File: src/rtl/spectrum_peak_finder_pkg.sv
// -----------------------------------------------------------------------------
// peak_pkg
// Shared definitions for the lidar spectrum chain (power-spectrum accumulator,
// peak finder, Doppler/velocity estimator).
//   - state_e      : peak-finder frame state (IDLE, SEARCH)
//   - PEAK_*       : default widths/sizes shared by the blocks of the chain
// -----------------------------------------------------------------------------
package peak_pkg;

    localparam int PEAK_DATA_W   = 32;  // power sample width, unsigned
    localparam int PEAK_ADDR_W   = 10;  // spectrum address width (N = 2^ADDR_W)
    localparam int PEAK_BIN_W    = 5;   // range-bin index width
    localparam int PEAK_NUM_BINS = 32;  // range bins per shot

    typedef enum logic {
        ST_IDLE   = 1'b0,
        ST_SEARCH = 1'b1
    } state_e;

endpackage

File: src/rtl/spectrum_peak_finder.sv
// -----------------------------------------------------------------------------
// spectrum_peak_finder
// Per-range-bin peak search over one FFT power spectrum (N = 2^ADDR_W samples,
// address ordered). Finds the first maximum inside [win_lo, win_hi], and
// reports it with both neighbour samples, the range-bin index and a threshold
// hit flag once per spectrum.
//
// Ports
//   clk, rst          clock, asynchronous active-high reset
//   en                search enable; low aborts the frame and clears bin count
//   win_lo/win_hi     inclusive search window, sampled with the addr-0 sample
//   thresh            hit threshold, sampled with the addr-0 sample
//   s_valid/s_addr/s_data   sample stream
//   pk_valid          one-cycle result strobe
//   pk_value/pk_addr/pk_left/pk_right/pk_bin/pk_hit   result fields (held)
//   seq_err           one-cycle pulse on an out-of-sequence sample address
// -----------------------------------------------------------------------------
module spectrum_peak_finder
    import peak_pkg::*;
#(
    parameter int DATA_W   = PEAK_DATA_W,
    parameter int ADDR_W   = PEAK_ADDR_W,
    parameter int BIN_W    = PEAK_BIN_W,
    parameter int NUM_BINS = PEAK_NUM_BINS
) (
    input  logic              clk,
    input  logic              rst,
    input  logic              en,
    input  logic [ADDR_W-1:0] win_lo,
    input  logic [ADDR_W-1:0] win_hi,
    input  logic [DATA_W-1:0] thresh,
    input  logic              s_valid,
    input  logic [ADDR_W-1:0] s_addr,
    input  logic [DATA_W-1:0] s_data,
    output logic              pk_valid,
    output logic [DATA_W-1:0] pk_value,
    output logic [ADDR_W-1:0] pk_addr,
    output logic [DATA_W-1:0] pk_left,
    output logic [DATA_W-1:0] pk_right,
    output logic [BIN_W-1:0]  pk_bin,
    output logic              pk_hit,
    output logic              seq_err
);

    localparam logic [ADDR_W-1:0] ADDR_LAST = {ADDR_W{1'b1}};
    localparam logic [BIN_W-1:0]  BIN_LAST  = BIN_W'(NUM_BINS - 1);

    state_e state_q, state_d;

    // frame context
    logic [ADDR_W-1:0] lo_q, lo_d, hi_q, hi_d, next_addr_q, next_addr_d;
    logic [DATA_W-1:0] thr_q, thr_d, prev_q, prev_d;
    logic [DATA_W-1:0] max_q, max_d, left_q, left_d, right_q, right_d;
    logic [ADDR_W-1:0] max_addr_q, max_addr_d;
    logic              pend_q, pend_d;
    logic [BIN_W-1:0]  bin_q, bin_d;

    // registered outputs
    logic              pk_valid_q, pk_valid_d, pk_hit_q, pk_hit_d;
    logic              seq_err_q, seq_err_d;
    logic [DATA_W-1:0] pk_value_q, pk_value_d, pk_left_q, pk_left_d;
    logic [DATA_W-1:0] pk_right_q, pk_right_d;
    logic [ADDR_W-1:0] pk_addr_q, pk_addr_d;
    logic [BIN_W-1:0]  pk_bin_q, pk_bin_d;

    // per-sample working values: _e = effective context, _b = base, _n = updated
    logic [ADDR_W-1:0] lo_e, hi_e, max_addr_b, max_addr_n;
    logic [DATA_W-1:0] thr_e, max_b, left_b, right_b, prev_b;
    logic [DATA_W-1:0] max_n, left_n, right_n;
    logic              pend_b, pend_n;

    logic accept, start, in_seq, err, proc, last;

    assign accept = en & s_valid;
    // IDLE silently ignores samples until an addr-0 sample opens a frame
    assign start  = accept && (state_q == ST_IDLE) && (s_addr == '0);
    assign in_seq = accept && (state_q == ST_SEARCH) && (s_addr == next_addr_q);
    assign err    = accept && (state_q == ST_SEARCH) && (s_addr != next_addr_q);
    assign proc   = start | in_seq;
    assign last   = (s_addr == ADDR_LAST);

    // ---------------------------------------------------------------- state reg
    always_ff @(posedge clk or posedge rst) begin
        if (rst) begin
            state_q     <= ST_IDLE;
            lo_q        <= '0;
            hi_q        <= '0;
            thr_q       <= '0;
            next_addr_q <= '0;
            prev_q      <= '0;
            max_q       <= '0;
            max_addr_q  <= '0;
            left_q      <= '0;
            right_q     <= '0;
            pend_q      <= 1'b0;
            bin_q       <= '0;
            pk_valid_q  <= 1'b0;
            pk_value_q  <= '0;
            pk_addr_q   <= '0;
            pk_left_q   <= '0;
            pk_right_q  <= '0;
            pk_bin_q    <= '0;
            pk_hit_q    <= 1'b0;
            seq_err_q   <= 1'b0;
        end else begin
            state_q     <= state_d;
            lo_q        <= lo_d;
            hi_q        <= hi_d;
            thr_q       <= thr_d;
            next_addr_q <= next_addr_d;
            prev_q      <= prev_d;
            max_q       <= max_d;
            max_addr_q  <= max_addr_d;
            left_q      <= left_d;
            right_q     <= right_d;
            pend_q      <= pend_d;
            bin_q       <= bin_d;
            pk_valid_q  <= pk_valid_d;
            pk_value_q  <= pk_value_d;
            pk_addr_q   <= pk_addr_d;
            pk_left_q   <= pk_left_d;
            pk_right_q  <= pk_right_d;
            pk_bin_q    <= pk_bin_d;
            pk_hit_q    <= pk_hit_d;
            seq_err_q   <= seq_err_d;
        end
    end

    // ---------------------------------------------------------------- next state
    always_comb begin
        state_d = state_q;
        if (!en || err) begin
            state_d = ST_IDLE;
        end else if (proc) begin
            // the last sample closes the frame; the next addr-0 sample may follow
            // immediately with no dead cycle
            state_d = last ? ST_IDLE : ST_SEARCH;
        end
    end

    // ---------------------------------------------------------------- datapath
    always_comb begin
        // an addr-0 sample starts from fresh context and the live window inputs
        lo_e       = start ? win_lo : lo_q;
        hi_e       = start ? win_hi : hi_q;
        thr_e      = start ? thresh : thr_q;
        max_b      = start ? '0     : max_q;
        max_addr_b = start ? win_lo : max_addr_q;
        left_b     = start ? '0     : left_q;
        right_b    = start ? '0     : right_q;
        pend_b     = start ? 1'b0   : pend_q;
        prev_b     = start ? '0     : prev_q;

        max_n      = max_b;
        max_addr_n = max_addr_b;
        left_n     = left_b;
        right_n    = right_b;
        pend_n     = pend_b;

        // strict compare keeps the first of equal maxima; a new maximum right
        // after the old one takes the old one as its left neighbour
        if ((s_addr >= lo_e) && (s_addr <= hi_e) && (s_data > max_b)) begin
            max_n      = s_data;
            max_addr_n = s_addr;
            left_n     = prev_b;
            right_n    = '0;
            pend_n     = 1'b1;
        end else if (pend_b) begin
            right_n = s_data;
            pend_n  = 1'b0;
        end
    end

    // ---------------------------------------------------------------- outputs
    always_comb begin
        lo_d        = lo_q;
        hi_d        = hi_q;
        thr_d       = thr_q;
        next_addr_d = next_addr_q;
        prev_d      = prev_q;
        max_d       = max_q;
        max_addr_d  = max_addr_q;
        left_d      = left_q;
        right_d     = right_q;
        pend_d      = pend_q;
        bin_d       = bin_q;
        pk_valid_d  = 1'b0;
        pk_value_d  = pk_value_q;
        pk_addr_d   = pk_addr_q;
        pk_left_d   = pk_left_q;
        pk_right_d  = pk_right_q;
        pk_bin_d    = pk_bin_q;
        pk_hit_d    = pk_hit_q;
        seq_err_d   = err;

        if (!en) begin
            bin_d = '0;
        end else if (proc) begin
            lo_d        = lo_e;
            hi_d        = hi_e;
            thr_d       = thr_e;
            next_addr_d = s_addr + 1'b1;
            prev_d      = s_data;
            max_d       = max_n;
            max_addr_d  = max_addr_n;
            left_d      = left_n;
            right_d     = right_n;
            pend_d      = pend_n;
            if (last) begin
                pk_valid_d = 1'b1;
                pk_value_d = max_n;
                pk_addr_d  = max_addr_n;
                pk_left_d  = left_n;
                pk_right_d = right_n;
                pk_bin_d   = bin_q;
                pk_hit_d   = (max_n > thr_e);
                bin_d      = (bin_q == BIN_LAST) ? '0 : bin_q + 1'b1;
            end
        end
    end

    assign pk_valid = pk_valid_q;
    assign pk_value = pk_value_q;
    assign pk_addr  = pk_addr_q;
    assign pk_left  = pk_left_q;
    assign pk_right = pk_right_q;
    assign pk_bin   = pk_bin_q;
    assign pk_hit   = pk_hit_q;
    assign seq_err  = seq_err_q;

endmodule
File: config.mk
export PLATFORM = sky130hd
export DESIGN_NAME = spectrum_peak_finder
export DESIGN_NICKNAME = d
export VERILOG_FILES = /design/src/rtl/spectrum_peak_finder_pkg.sv /design/src/rtl/spectrum_peak_finder.sv
export SDC_FILE = /design/constraint.sdc
export NUM_CORES = 1
export LEC_CHECK = 0
export CORE_MARGIN = 1.5
export CORE_UTILIZATION = 60
export DETAILED_ROUTE_END_ITERATION = 16
export GPL_TIMING_DRIVEN = 0
export PLACE_DENSITY = 0.95
export SLEW_MARGIN = 20
export SYNTH_ARGS = -nofsm -noshare
export SYNTH_HDL_FRONTEND = slang
export SYNTH_SLANG_ARGS = --single-unit
File: constraint.sdc
create_clock -name clk -period 31.4 [get_ports clk]
set_input_delay 3.14 -clock clk [delete_from_list [all_inputs] [get_ports clk]]
set_output_delay 3.14 -clock clk [all_outputs]
set_load 0.01 [all_outputs]
After elaboration in Yosys (flattened, before gate mapping)

Cells that the tools add are included.

$add $sub $neg: 2
$mul: 0
Div/mod/pow operators: 0
Order comparisons: 4
Equal/unequal tests: 6
Shifts and indexed selects: 0
Muxes and demuxes: 25
Bitwise operators: 3
Reductions and logical operators: 14

Operators by type and width:

| cell                                                             | number |
|---|---|
| 32-bit two-way mux                                               | 9 |
| 32-bit greater-than comparator                                   | 2 |
| 10-bit two-way mux                                               | 4 |
| 5-bit two-way mux                                                | 4 |
| 10-bit by 1-bit adder with 10-bit output (second input constant) | 1 |
| 10-bit equality test                                             | 1 |
| 10-bit equality test (second input constant)                     | 1 |
| 10-bit greater-or-equal comparator                               | 1 |
| 10-bit <= comparator                                             | 1 |
| 10-bit logical NOT                                               | 1 |
| 10-bit != test                                                   | 1 |
| 1-bit two-way mux                                                | 8 |
| 1-bit logical AND                                                | 7 |
| 5-bit by 1-bit adder with 5-bit output (second input constant)   | 1 |
| 5-bit equality test (second input constant)                      | 1 |
| 2-bit by 1-bit != test with 1-bit output (second input constant) | 2 |
| 2-bit AND reduction                                              | 2 |
| 3-bit AND reduction                                              | 1 |
| 2-bit nonzero test                                               | 1 |
| 1-bit AND                                                        | 1 |
| 1-bit logical NOT                                                | 1 |
| 1-bit logical OR                                                 | 1 |
| 1-bit NOT                                                        | 1 |
| 1-bit OR                                                         | 1 |

Bits in registers: 321
Latch bits: 0
Bits in writable memories: 0
ROM bits: 0
Output and inout port bits: 114
Memories: 0

Longest topological paths before layout

Word-level depth: 9
Mapped depth: 28
Mapped depth without buffers: 23

Worst setup path before layout

Ideal clock, no wire load.

Kind: input to register
Start point: in s_addr[0]
End point: reg pk_hit_q, in the netlist pk_hit
Library setup time: 0.127 ns
Arrival: 7.691 ns
Path slack: 23.582 ns
Stages on the path: 26
Path buffers: 5
Cell sequence: buf_2 -> inv_1 -> ha_1 -> nor4b_2 -> and4_1 -> buf_4 -> buf_2 -> mux2i_1 -> ha_1 -> a21o_1 -> a21o_1 -> a2111oi_4 -> o21ai_1 -> nor2_2 -> buf_4 -> buf_2 -> a21o_1 -> o21ai_0 -> ha_1 -> nor2b_1 -> o21a_1 -> o21a_1 -> o31ai_1 -> a31oi_1 -> a211oi_1 -> o21ai_1

Cells in the longest elaborated chain, start to end: 8

RTL lines:

| element                                                                                | line                        | source |
|---|---|---|
| start, declared                                                                        | spectrum_peak_finder.sv:33  | `input logic [ADDR_W-1:0] s_addr,` |
| parallel branches: the longest is 6 deep, another holds 32-bit greater-than comparator | n/a                         |  |
| 32-bit two-way mux (*)                                                                 | spectrum_peak_finder.sv:162 | `if ((s_addr >= lo_e) && (s_addr <= hi_e) && (s_data > max_b)) begin` |
| named net max_n[1]                                                                     | spectrum_peak_finder.sv:69  | `logic [DATA_W-1:0] max_n, left_n, right_n;` |
| 32-bit greater-than comparator (*)                                                     | spectrum_peak_finder.sv:216 | `pk_hit_d = (max_n > thr_e);` |
| end signal, assigned                                                                   | spectrum_peak_finder.sv:124 | `pk_hit_q <= pk_hit_d;` |
| end, declared                                                                          | spectrum_peak_finder.sv:59  | `logic pk_valid_q, pk_valid_d, pk_hit_q, pk_hit_d;` |

Mark *: on every way through the listed nets, which the timed path passes.
A chain may end at the register's enable or synchronous reset.

Final worst setup path

Start point: in s_addr[1]
End point: reg pk_hit_q, in the netlist pk_hit

Cells in the longest elaborated chain, start to end: 8

RTL lines:

| element                            | line                        | source |
|---|---|---|
| 10-bit logical NOT                 | spectrum_peak_finder.sv:76  | `assign start = accept && (state_q == ST_IDLE) && (s_addr == '0);` |
| 1-bit logical AND                  | spectrum_peak_finder.sv:76  |  |
| 10-bit two-way mux                 | spectrum_peak_finder.sv:144 | `lo_e = start ? win_lo : lo_q;` |
| named net lo_e[0]                  | spectrum_peak_finder.sv:67  | `logic [ADDR_W-1:0] lo_e, hi_e, max_addr_b, max_addr_n;` |
| 10-bit greater-or-equal comparator | spectrum_peak_finder.sv:162 |  |
| 1-bit logical AND (2 in series)    | spectrum_peak_finder.sv:162 |  |
| 32-bit two-way mux                 | spectrum_peak_finder.sv:162 |  |
| 32-bit greater-than comparator     | spectrum_peak_finder.sv:216 |  |

The timed path passes the listed nets, and every way through them passes these cells.

==> results_dict.tcl <==
set metrics [dict create \
    ys_top_cells_by_area "dfrtp_1 50%, nand2_1 6.9%, ha_1 6.8%, o21ai_0 4.6%, a21oi_1 4.3%" \
    finalSetupTns_ps 0 \
    cts.htree.levels 2 \
    gp_congestion 0.944 \
    path_clk_slew_ps 60 \
    finalWirelength_mm 51.8 \
    reg2reg_depth 23 \
    async_reset_ff_frac 1.00 \
    syn_inst 1726 \
    ys_seq_elements 321 \
    diodes 0 \
    drc 0 \
    p_leak_nw 9.55 \
    syn_to_final_growth_pct 23.2 \
    endpoint_kind "flip-flop" \
    status "finished clean" \
    required_ps 31780 \
    p_comb_frac 0.088 \
    grt_use_total 0.375 \
    core_area_um2 26200 \
    drtAntennaViolNets 0 \
    synth_top_cell_area_share 0.498 \
    worst_pin_slew_ps 1020 \
    ir_drop_v 0.0000356 \
    post-cts-setup-buffer-count 0 \
    drive_above_1_share 0.0760 \
    clock-sinks 321 \
    synth_area_um2 16100 \
    post-route-min-period_ps 9690 \
    synth.most_common_cell "dfrtp_1" \
    cts_tree "built" \
    finalHoldViolations 0 \
    initial_utilization 0.616 \
    fp.dieArea_um2 27900 \
    grt_max_degree 112 \
    nets 2162 \
    fin_skew_ps 18.4 \
    clock_latency_ps 530 \
    dpl.hpwl_mm 37.0 \
    cts_made_buffers 34 \
    cap_violations 0 \
    synth-edff-count 0 \
    ys_types 56 \
    die_x_um 167 \
    cts-resized-gates 0 \
    port_buffers 211 \
    wl_per_cell_um 22.2 \
    p_sw_frac 0.244 \
    syn_nets 1912 \
    critPathKind "in -> reg" \
    finalSetupViolCount 0 \
    firstDrtPassIters 8 \
    grt_pass1_vias 15207 \
    reg2reg_slack_ps 25070 \
    powerDensity_nw_per_um2 45.8 \
    viasPerCell 6.41 \
    clkPwrFrac 0.455 \
    slew_viol_final 0 \
    max-slew-margin-rel 0.322 \
    vias 14978 \
    cts_hold_buf 0 \
    synth_ff_type "dfrtp_1" \
    crit_path_max_fanout 10 \
    die_height_um 167 \
    cp.arrival_ps 10070 \
    p_int_uw 688 \
    cp-start-kind "input port" \
    grt_pass1_wl_mm 81.8 \
    fmaxAchievable_ghz 0.103 \
    pin_count 212 \
    syn_avg_cell_area_um2 9.35 \
    netlist_top_cells_count "321 x dfrtp_1, 297 x nand2_1, 149 x o21ai_0, 140 x a21oi_1, 104 x nor2_1" \
    p_switching_uw 222 \
    antenna_found_initial 0 \
    min_path_type "reg -> reg" \
    rows 59 \
    p_seq_frac 0.457 \
    cts_buffer_depth 3 \
    yosysSeqAreaShare 0.498 \
    power.total_uw 910 \
    cts_root_buffer "clkbuf_16" \
    yosysWarnings 0 \
    rsz0062_at_grt "false" \
    min_period_over_period 0.309 \
    yosysTopAreaCell "dfrtp_1" \
    worstHoldPathCells 2 \
    hold_slack_ps 464 \
    drt_iter0_drc 1897 \
    grt_overflow 0 \
]
[cell usage in the layout, fill, tap and decap left out, types with 57 or more instances in the layout]
cell	n
dfrtp_1	321
nand2_1	297
clkdlybuf4s50_1	211
o21ai_0	149
a21oi_1	140
nor2_1	104
inv_1	102
ha_1	88
a31oi_1	65
buf_2	57
[area by class of cell]
class,instances,area (µm²)
Buffer,121,631
Sequential cell,321,8030
Fill cell,1690,6320
Timing Repair Buffer,214,2190
Inverter,104,398
Tap cell,335,419
Clock inverter,12,179
Clock buffer,49,947
Multi-Input combinational cell,1180,7090
[registers in the layout, indices dropped and copies added, names as in the netlist, 32 cells and up]
register  count
left_q       32
max_q        32
pk_left      32
pk_right     32
pk_value     32
prev_q       32
right_q      32
thr_q        32
[power by group through the flow]
stage / clock, mW / combinational (mW) / sequential, mW
after global placement: 0 / 0.0732 / 0.423
after floorplan: 0 / 0.0416 / 0.423
after global routing: 0.431 / 0.0863 / 0.415
final: 0.414 / 0.0804 / 0.416
after CTS: 0.413 / 0.0783 / 0.416
after detailed placement: 0 / 0.0770 / 0.423
[routing by layer]
metal  GRT usage  up-vias  wire length (µm)
li1            -     6513                 -
met1       0.476     7189             19300
met2       0.603     1037             23800
met3      0.0737      239              5430
met4       0.218        0              3290
met5           0        -                 0
[critical path, stage by stage]
cell	delay, ps
clkdlybuf4s50_1	580
buf_2	240
inv_1	70
ha_1	190
nor4b_2	170
nand4_1	400
clkbuf_1	680
clkbuf_1	700
nand2_1	150
nand2_1	100
ha_1	120
nor2b_1	40
o21ai_0	220
a221oi_1	140
o21ai_0	440
nand2_1	570
buf_2	390
o21ai_1	240
o21a_1	230
ha_1	170
nor2b_1	50
o21a_1	160
o21a_1	170
o31ai_1	260
a31oi_1	140
a211oi_1	200
o21ai_1	120
[final timing paths]
path | startpoint | end
max | s_addr[1] | pk_hit
min | pk_bin[4] | pk_bin[4]
max reg2reg | state_q | pk_hit
min reg2reg | pk_bin[4] | pk_bin[4]
max in group asynchronous | rst | hi_q[3]
min in group asynchronous | rst | left_q[4]
[per-stage QoR]
stage	utilization	worst slack (ps)	cell area, µm²	cells
floorplan	-	19380	16100	1726
global placement	0.712	15970	18700	2272
detailed placement	0.716	21520	18800	2275
CTS	0.759	21980	19900	2336
global route	0.759	21480	19900	2336
finish	0.759	21710	19900	2336
[logic make-up after synthesis]
logic type,synth area share
simple gates,0.136
buf+inv,0.0633
compound gates,0.190
flops,0.498
xor+xnor,0.00977
fa+ha+maj,0.0682
mux,0.0342
No activity file was read; power rests on OpenSTA's default activity.
